## src/rtl/boot_stream_loader.sv

```systemverilog
// Streams ROM_LEN boot bytes from a ROM into the core download port, then pulses execute_enable.
// Optional BOOT_CHECKSUM_EN: verify the modulo-256 byte sum against CHECKSUM before starting the CPU.
module boot_stream_loader #(
    parameter int unsigned ROM_LEN   = 276,
    parameter logic [15:0] EXEC_ADDR = 16'h0000,
    parameter logic [7:0]  CHECKSUM  = 8'h00
) (
    input  logic        clk_sys,
    input  logic        reset,
    output logic [15:0] rom_addr,
    input  logic [7:0]  rom_data,
    input  logic        dn_wait,
    output logic        dn_go,
    output logic        dn_wr,
    output logic [15:0] dn_addr,
    output logic [7:0]  dn_data,
    output logic [15:0] execute_addr,
    output logic        execute_enable,
    output logic        load_err
);

    typedef enum logic [1:0] {StIdle, StFetch, StWrite, StDone} state_e;

    localparam logic [15:0] LastAddr = 16'(ROM_LEN - 1);

    state_e      state;
    logic        accept;
    logic        last_byte;
    logic        checksum_ok;
    logic [15:0] next_addr;

    assign execute_addr = EXEC_ADDR;
    assign accept       = (state == StWrite) && !dn_wait;
    assign last_byte    = (dn_addr >= LastAddr);
    assign next_addr    = 16'(dn_addr + 16'd1);

`ifdef BOOT_CHECKSUM_EN
    logic [7:0] sum;
    logic [7:0] sum_with_byte;
    logic       err;

    // Include the byte being accepted so the verdict is ready on the DONE entry edge.
    assign sum_with_byte = 8'(sum + dn_data);
    assign checksum_ok   = (sum_with_byte == CHECKSUM);
    assign load_err      = err;

    always_ff @(posedge clk_sys) begin
        if (reset) begin
            sum <= 8'h00;
            err <= 1'b0;
        end else if (accept) begin
            sum <= sum_with_byte;
            if (last_byte && !checksum_ok) begin
                err <= 1'b1;
            end
        end
    end
`else
    logic unused_checksum;

    assign unused_checksum = ^CHECKSUM;
    assign checksum_ok     = 1'b1;
    assign load_err        = 1'b0;
`endif

    always_ff @(posedge clk_sys) begin
        if (reset) begin
            state          <= StIdle;
            rom_addr       <= 16'h0000;
            dn_go          <= 1'b0;
            dn_wr          <= 1'b0;
            dn_addr        <= 16'h0000;
            dn_data        <= 8'h00;
            execute_enable <= 1'b0;
        end else begin
            execute_enable <= 1'b0;
            case (state)
                StIdle: begin
                    state    <= StFetch;
                    dn_go    <= 1'b1;
                    dn_addr  <= 16'h0000;
                    rom_addr <= 16'h0000;
                end
                StFetch: begin
                    state   <= StWrite;
                    dn_wr   <= 1'b1;
                    dn_data <= rom_data;
                end
                StWrite: begin
                    // Strobe, address and data stay frozen while the core stalls.
                    if (accept) begin
                        dn_wr   <= 1'b0;
                        dn_addr <= next_addr;
                        if (!last_byte) begin
                            state    <= StFetch;
                            rom_addr <= next_addr;
                        end else begin
                            state          <= StDone;
                            dn_go          <= 1'b0;
                            execute_enable <= checksum_ok;
                        end
                    end
                end
                StDone: begin
                    state <= StDone;
                end
                default: begin
                    state <= StIdle;
                end
            endcase
        end
    end

endmodule

```

## config.mk

```make
export PLATFORM = sky130hd
export DESIGN_NAME = boot_stream_loader
export DESIGN_NICKNAME = d
export VERILOG_FILES = /design/src/rtl/boot_stream_loader.sv
export SDC_FILE = /design/constraint.sdc
export NUM_CORES = 1
export LEC_CHECK = 0
export ABC_AREA = 1
export BUFFER_PORTS_ARGS = -buffer_cell sky130_fd_sc_hd__buf_2
export CORE_ASPECT_RATIO = 0.7
export CORE_MARGIN = 1
export CORE_UTILIZATION = 40
export DETAILED_ROUTE_END_ITERATION = 12
export PLACE_DENSITY_LB_ADDON = 0.1
export SLEW_MARGIN = 20
export SYNTH_ARGS = -nofsm -noshare
export SYNTH_HDL_FRONTEND = slang
export SYNTH_SLANG_ARGS = --single-unit
export TNS_END_PERCENT = 50
```

## constraint.sdc

```tcl
create_clock -name clk_sys -period 1.95 [get_ports clk_sys]
set_clock_uncertainty 0.1 [all_clocks]
set_input_delay 0.0975 -clock clk_sys [delete_from_list [all_inputs] [get_ports clk_sys]]
set_output_delay 0.0975 -clock clk_sys [all_outputs]
set_load 0.1 [all_outputs]
```

; ---- Word level (Yosys, flattened, before mapping)
; Index checks and enable logic that the tools add are counted.
[classes]
add_sub_neg = 1
n_lt_le_gt_ge = 1
n_eq_ne = 6
muxes = 14
bitwise = 2
n_reduce_logical = 10
[ops]
columns = cell, count
row1 = 16-bit case mux with 2 select lines, 2
row2 = 16-bit 2-to-1 mux, 3
row3 = "16-bit by 1-bit adder with 16-bit output, second input constant", 1
row4 = "16-bit by 9-bit >= comparator with 1-bit output, second input constant", 1
row5 = 2-bit case mux with 4 select lines, 1
row6 = "2-bit != test, second input constant", 3
row7 = 3-bit AND reduction, 2
row8 = "2-bit == test, second input constant", 2
row9 = 1-bit 2-to-1 mux, 4
row10 = 2-bit 2-to-1 mux, 2
row11 = 1-bit case mux with 2 select lines, 2
row12 = 2-bit AND reduction, 2
row13 = 2-bit nonzero test, 2
row14 = 3-bit OR reduction, 1
row15 = "2-bit by 1-bit == test with 1-bit output, second input constant", 1
row16 = 2-bit logical NOT, 1
row17 = 1-bit inverter, 2
row18 = 1-bit logical AND, 1
row19 = 1-bit logical NOT, 1
[word_totals]
reg_bits = 45
input_bits = 11
output_inout_bits = 60
wordCells = 41

; ---- Longest topological paths before layout
[depth]
ltp_word = 4
depth_mapped = 11
mapped_depth_nobuf = 10

; ---- Worst setup path after synthesis
; Ideal clock, no wire load.
[synth_timing]
path_kind = reg2reg
startpoint = register dn_addr[0]
endpoint = register dn_addr[12]
arrival_time_ns = 2.054
t_required_ns = 1.728
slack_ns = -0.327
stages_incl_launch_ff = 9
period_less_slack_ns = 2.277
cell_sequence = dfxtp_1 -> ha_1 -> nand2_1 -> nor2_1 -> nand3b_1 -> nor2_1 -> nand2_1 -> nand3_1 -> a21oi_1
[synth_between]
elab_chain_len = 3
[synth_rtl]
columns = item, line_no
row1 = from (decl), 15  ; output logic [15:0] dn_addr,
row2 = from (signal assigned), 93  ; dn_addr <= next_addr;
row3 = 16-bit by 1-bit adder with 16-bit output, 35  ; assign next_addr = 16'(dn_addr + 16'd1);
row4 = 16-bit 2-to-1 mux, 91  ; if (accept) begin
row5 = 16-bit case mux with 2 select lines, 77  ; case (state)
; Every way passes these cells. The select of a mux whose other input is x is not followed.
; A chain may end at the register's enable or synchronous reset.

; ---- Worst setup path after layout
[layout_timing]
startpoint = register dn_addr[0]
endpoint = register rom_addr[14]
[layout_between]
elab_chain_len = 4
elab_cells_between_ends = 7
cone_classes = add/sub: 1 / order compare: 1 / eq/ne: 1 / mux: 3 / reduce/logical: 1
[layout_rtl]
columns = item, line_no
row1 = 16-bit by 1-bit adder with 16-bit output, 35
row2 = 16-bit 2-to-1 mux, 94  ; if (!last_byte) begin
row3 = 16-bit 2-to-1 mux, 91
row4 = 16-bit case mux with 2 select lines, 77
row5 = to (signal assigned), 96  ; rom_addr <= next_addr;
row6 = to (decl), 10  ; output logic [15:0] rom_addr,
; Several ways; a longest one is shown, not always the timed one. The select of a mux whose other input is x is not followed.

==> qor.yml <==
numCtsBuffers: 5
cts.clk_slew.worst_paths_ps: 90
dieHeight_um: 62.81
setup_viol: 0
hold_violations: 0
setup-tns-final_ps: 0
path_delay_family: "simple AND/OR/NAND/NOR gates"
crit_chain: "ha_1 > nor2_1 > nor2_1 > o21bai_1 > nand2_1 > nand2_1 > nand2_2 > nand2_1 > nor2_1"
wl_met1_um: 2701
vias: 2000
highest_layer: "met4"
synthArstFlopShare_pct: 0
post_cts_resized: 0
avgSynthCellArea_um2: 6.817
wl_met2_um: 1883
fillers: 504
cts_root_buf: "clkbuf_8"
crit_required_ps: 2050
final_util_pct: 53.29
syn2layout_area_growth_pct: 24.57
layout.nets: 387
ir_worst_vdd_mv: 0.6369
synth_edf_count: 0
diodes: 0
yosysWarnings: 0
comb_power_share_pct: 41.7
gp_congestion: 0.8702
rows: 21
yosys_register_bits: 45
period_share_pct: 86.93
synth_top_cell_by_area: "dfxtp_1"
setup_ws_ps: 254.8
p_leak_nw: 1.293
path_buf_inv: 0
post_drt_wl_per_cell_um: 11.02
status: "finished clean"
drive_above_1_share_pct: 24.73
finalPower_mw: 3.170
drcViolationCount: 0
min_period_ps: 1695
synthesis.instances: 310
placed_cells: 427
fmax_mhz: 589.9
syn_area_mm2: 0.002113
cpMaxStageDelayCell: "dfxtp_2"
crit_fanout: 9
numClockSinks: 45
die_w_um: 88.88
critPathLaunch: "dn_addr[0]"
pin_count: 71
worstReg2RegStart: "dn_addr[0]"
grt_max_degree: 21
grt_use_total_pct: 18.57
synth.area.top_cells: "dfxtp_1, nor2_1, nand2_1"
hold_start: "rom_addr[13]"
grt_pass1_vias: 1657
worst_setup_path_end_kind: "register"
grt_setup_unrepaired: "no"
clkPwrFrac_pct: 23.3
coreArea_mm2: 0.004940
powerDensity_mw_per_mm2: 1204
dieArea_mm2: 0.005582
fin_cells: 445
ctsLongestPathBuffers: 2
place_ws_ps: 258.1
drt_wl_total_um: 4906
grt-ovfl-total: 0
ant_nets: 0
hold_class: "reg2reg"
cp_slowest_stage_delay_ps: 350
worst-setup-path-type: "reg2reg"
ys.flop_type: "dfxtp_1"
p_sw_mw: 1.512
intPower_mw: 1.658
critPathArrivalTime_ps: 1790
drv_slew: 0
synth.top_cell.area_share_pct: 42.63
drt-pass1-iter-count: 6
via_per_inst: 4.494
dp_hpwl_um: 3578
ys_types: 26
swShare_pct: 47.69
cap_violations: 0
cts_tree: "yes"
start_kind: "register"
antenna_found_initial: 0
wl_met3_um: 299
yosysSeqAreaShare_pct: 42.63
htree_levels: 2
seq_power_share_pct: 35.0
portBuffers: 53
drtIter0Drc: 186
clk_latency_ps: 290
initial_core_util_pct: 42.78
grt_pass1_wl_um: 8024
-- synth_stat cells, drive strengths merged (3+ instances only) --
cell,n
o21ai,29
dfxtp,45
nand4,3
inv,33
nand3,19
clkbuf,6
buf,22
nor2,66
nand2,61
a21oi,18
-- cells in the final DEF, fill, tap and decap left out --
cell           synthesis  routed
nand3b_1               1       1
dlygate4sd3_1          0      10
nand2_1               60      60
bufinv_16              0       1
o21ai_1                1       1
nand2_2                1       1
buf_2                  3      53
ha_1                   1       1
dfxtp_1               45      29
nor2_2                 1       1
nor2_1                63      63
clkbuf_8               0       6
nand3_1               19      19
a21oi_1               18      18
inv_1                 29      29
nor3_1                 1       1
a22oi_1                1       1
nor2_4                 2       2
nand4_1                3       3
conb_1                 1      17
o21ai_0               28      28
dfxtp_2                0      16
inv_2                  4       4
or2_2                  1       1
o21bai_1               1       1
clkinvlp_4             0       1
o211ai_1               1       1
buf_4                 18       7
-- metrics by stage --
stage	instance area [um2]	hold WS, ps
after global placement	2412	219.7
after global routing	2633	348.6
final	2633	326.0
after floorplan	2193	132.4
after detailed placement	2412	228.0
after CTS	2633	327.8
-- logic make-up after synthesis --
family / Yosys count / share of synthesized area (%)
AOI/OAI and AO/OA: 50 / 12.20
and+or+nand+nor: 152 / 29.78
adders and majority gates: 1 / 0.5920
buffers and inverters: 61 / 14.62
DFF: 45 / 42.63
other: 1 / 0.1774
-- what timing repair did --
| item | 4_1_cts | 5_1_grt |
|---|---|---|
| hold buffers | 10 | 0 |
| setup buffers | 0 | 0 |
| endpoints found under the hold margin | 16 | 0 |
-- sequential cells by signal (all words and copies together) (netlist names) --
name	count
dn_addr	16
dn_data	8
dn_go	1
dn_wr	1
execute_enable	1
rom_addr	16
state	2
-- metal layers --
metal / vias up / GRT usage (%)
met5: - / 0
met4: 0 / 4.234
met2: 61 / 25.10
met3: 2 / 4.095
li1: 1069 / -
met1: 868 / 29.22
-- final cells by class --
type	count	area [um2]	area share [%]
multi-input combinational	220	963.4	36.60
sequential	45	920.9	34.98
timing repair buffer	70	417.9	15.87
inverter	33	123.9	4.705
tap	69	86.33	3.279
clock buffer	6	82.58	3.137
clock inverter	2	37.54	1.426
-- path summary, 6_finish.rpt --
check            endpoint  cells after the start  slack, ps
max          rom_addr[14]                      9        250
min reg2reg  rom_addr[13]                      2        330
max reg2reg  rom_addr[14]                      9        250
min          rom_addr[13]                      2        330
-- worst min-delay path, stage by stage, from the launching register on --
cell,delay [ps]
dfxtp_1,320
inv_1,40
nor2_1,30
-- power by group through the flow --
stage / Sequential [mW] / Clock [mW] / Combinational (mW)
after detailed placement: 1.13 / 0 / 1.31
final: 1.11 / 0.739 / 1.32
after global routing: 1.12 / 0.795 / 1.40
after floorplan: 1.78 / 0 / 0.488
after global placement: 1.13 / 0 / 1.31
after CTS: 1.11 / 0.754 / 1.33
Power figures use the tool's default switching activity.
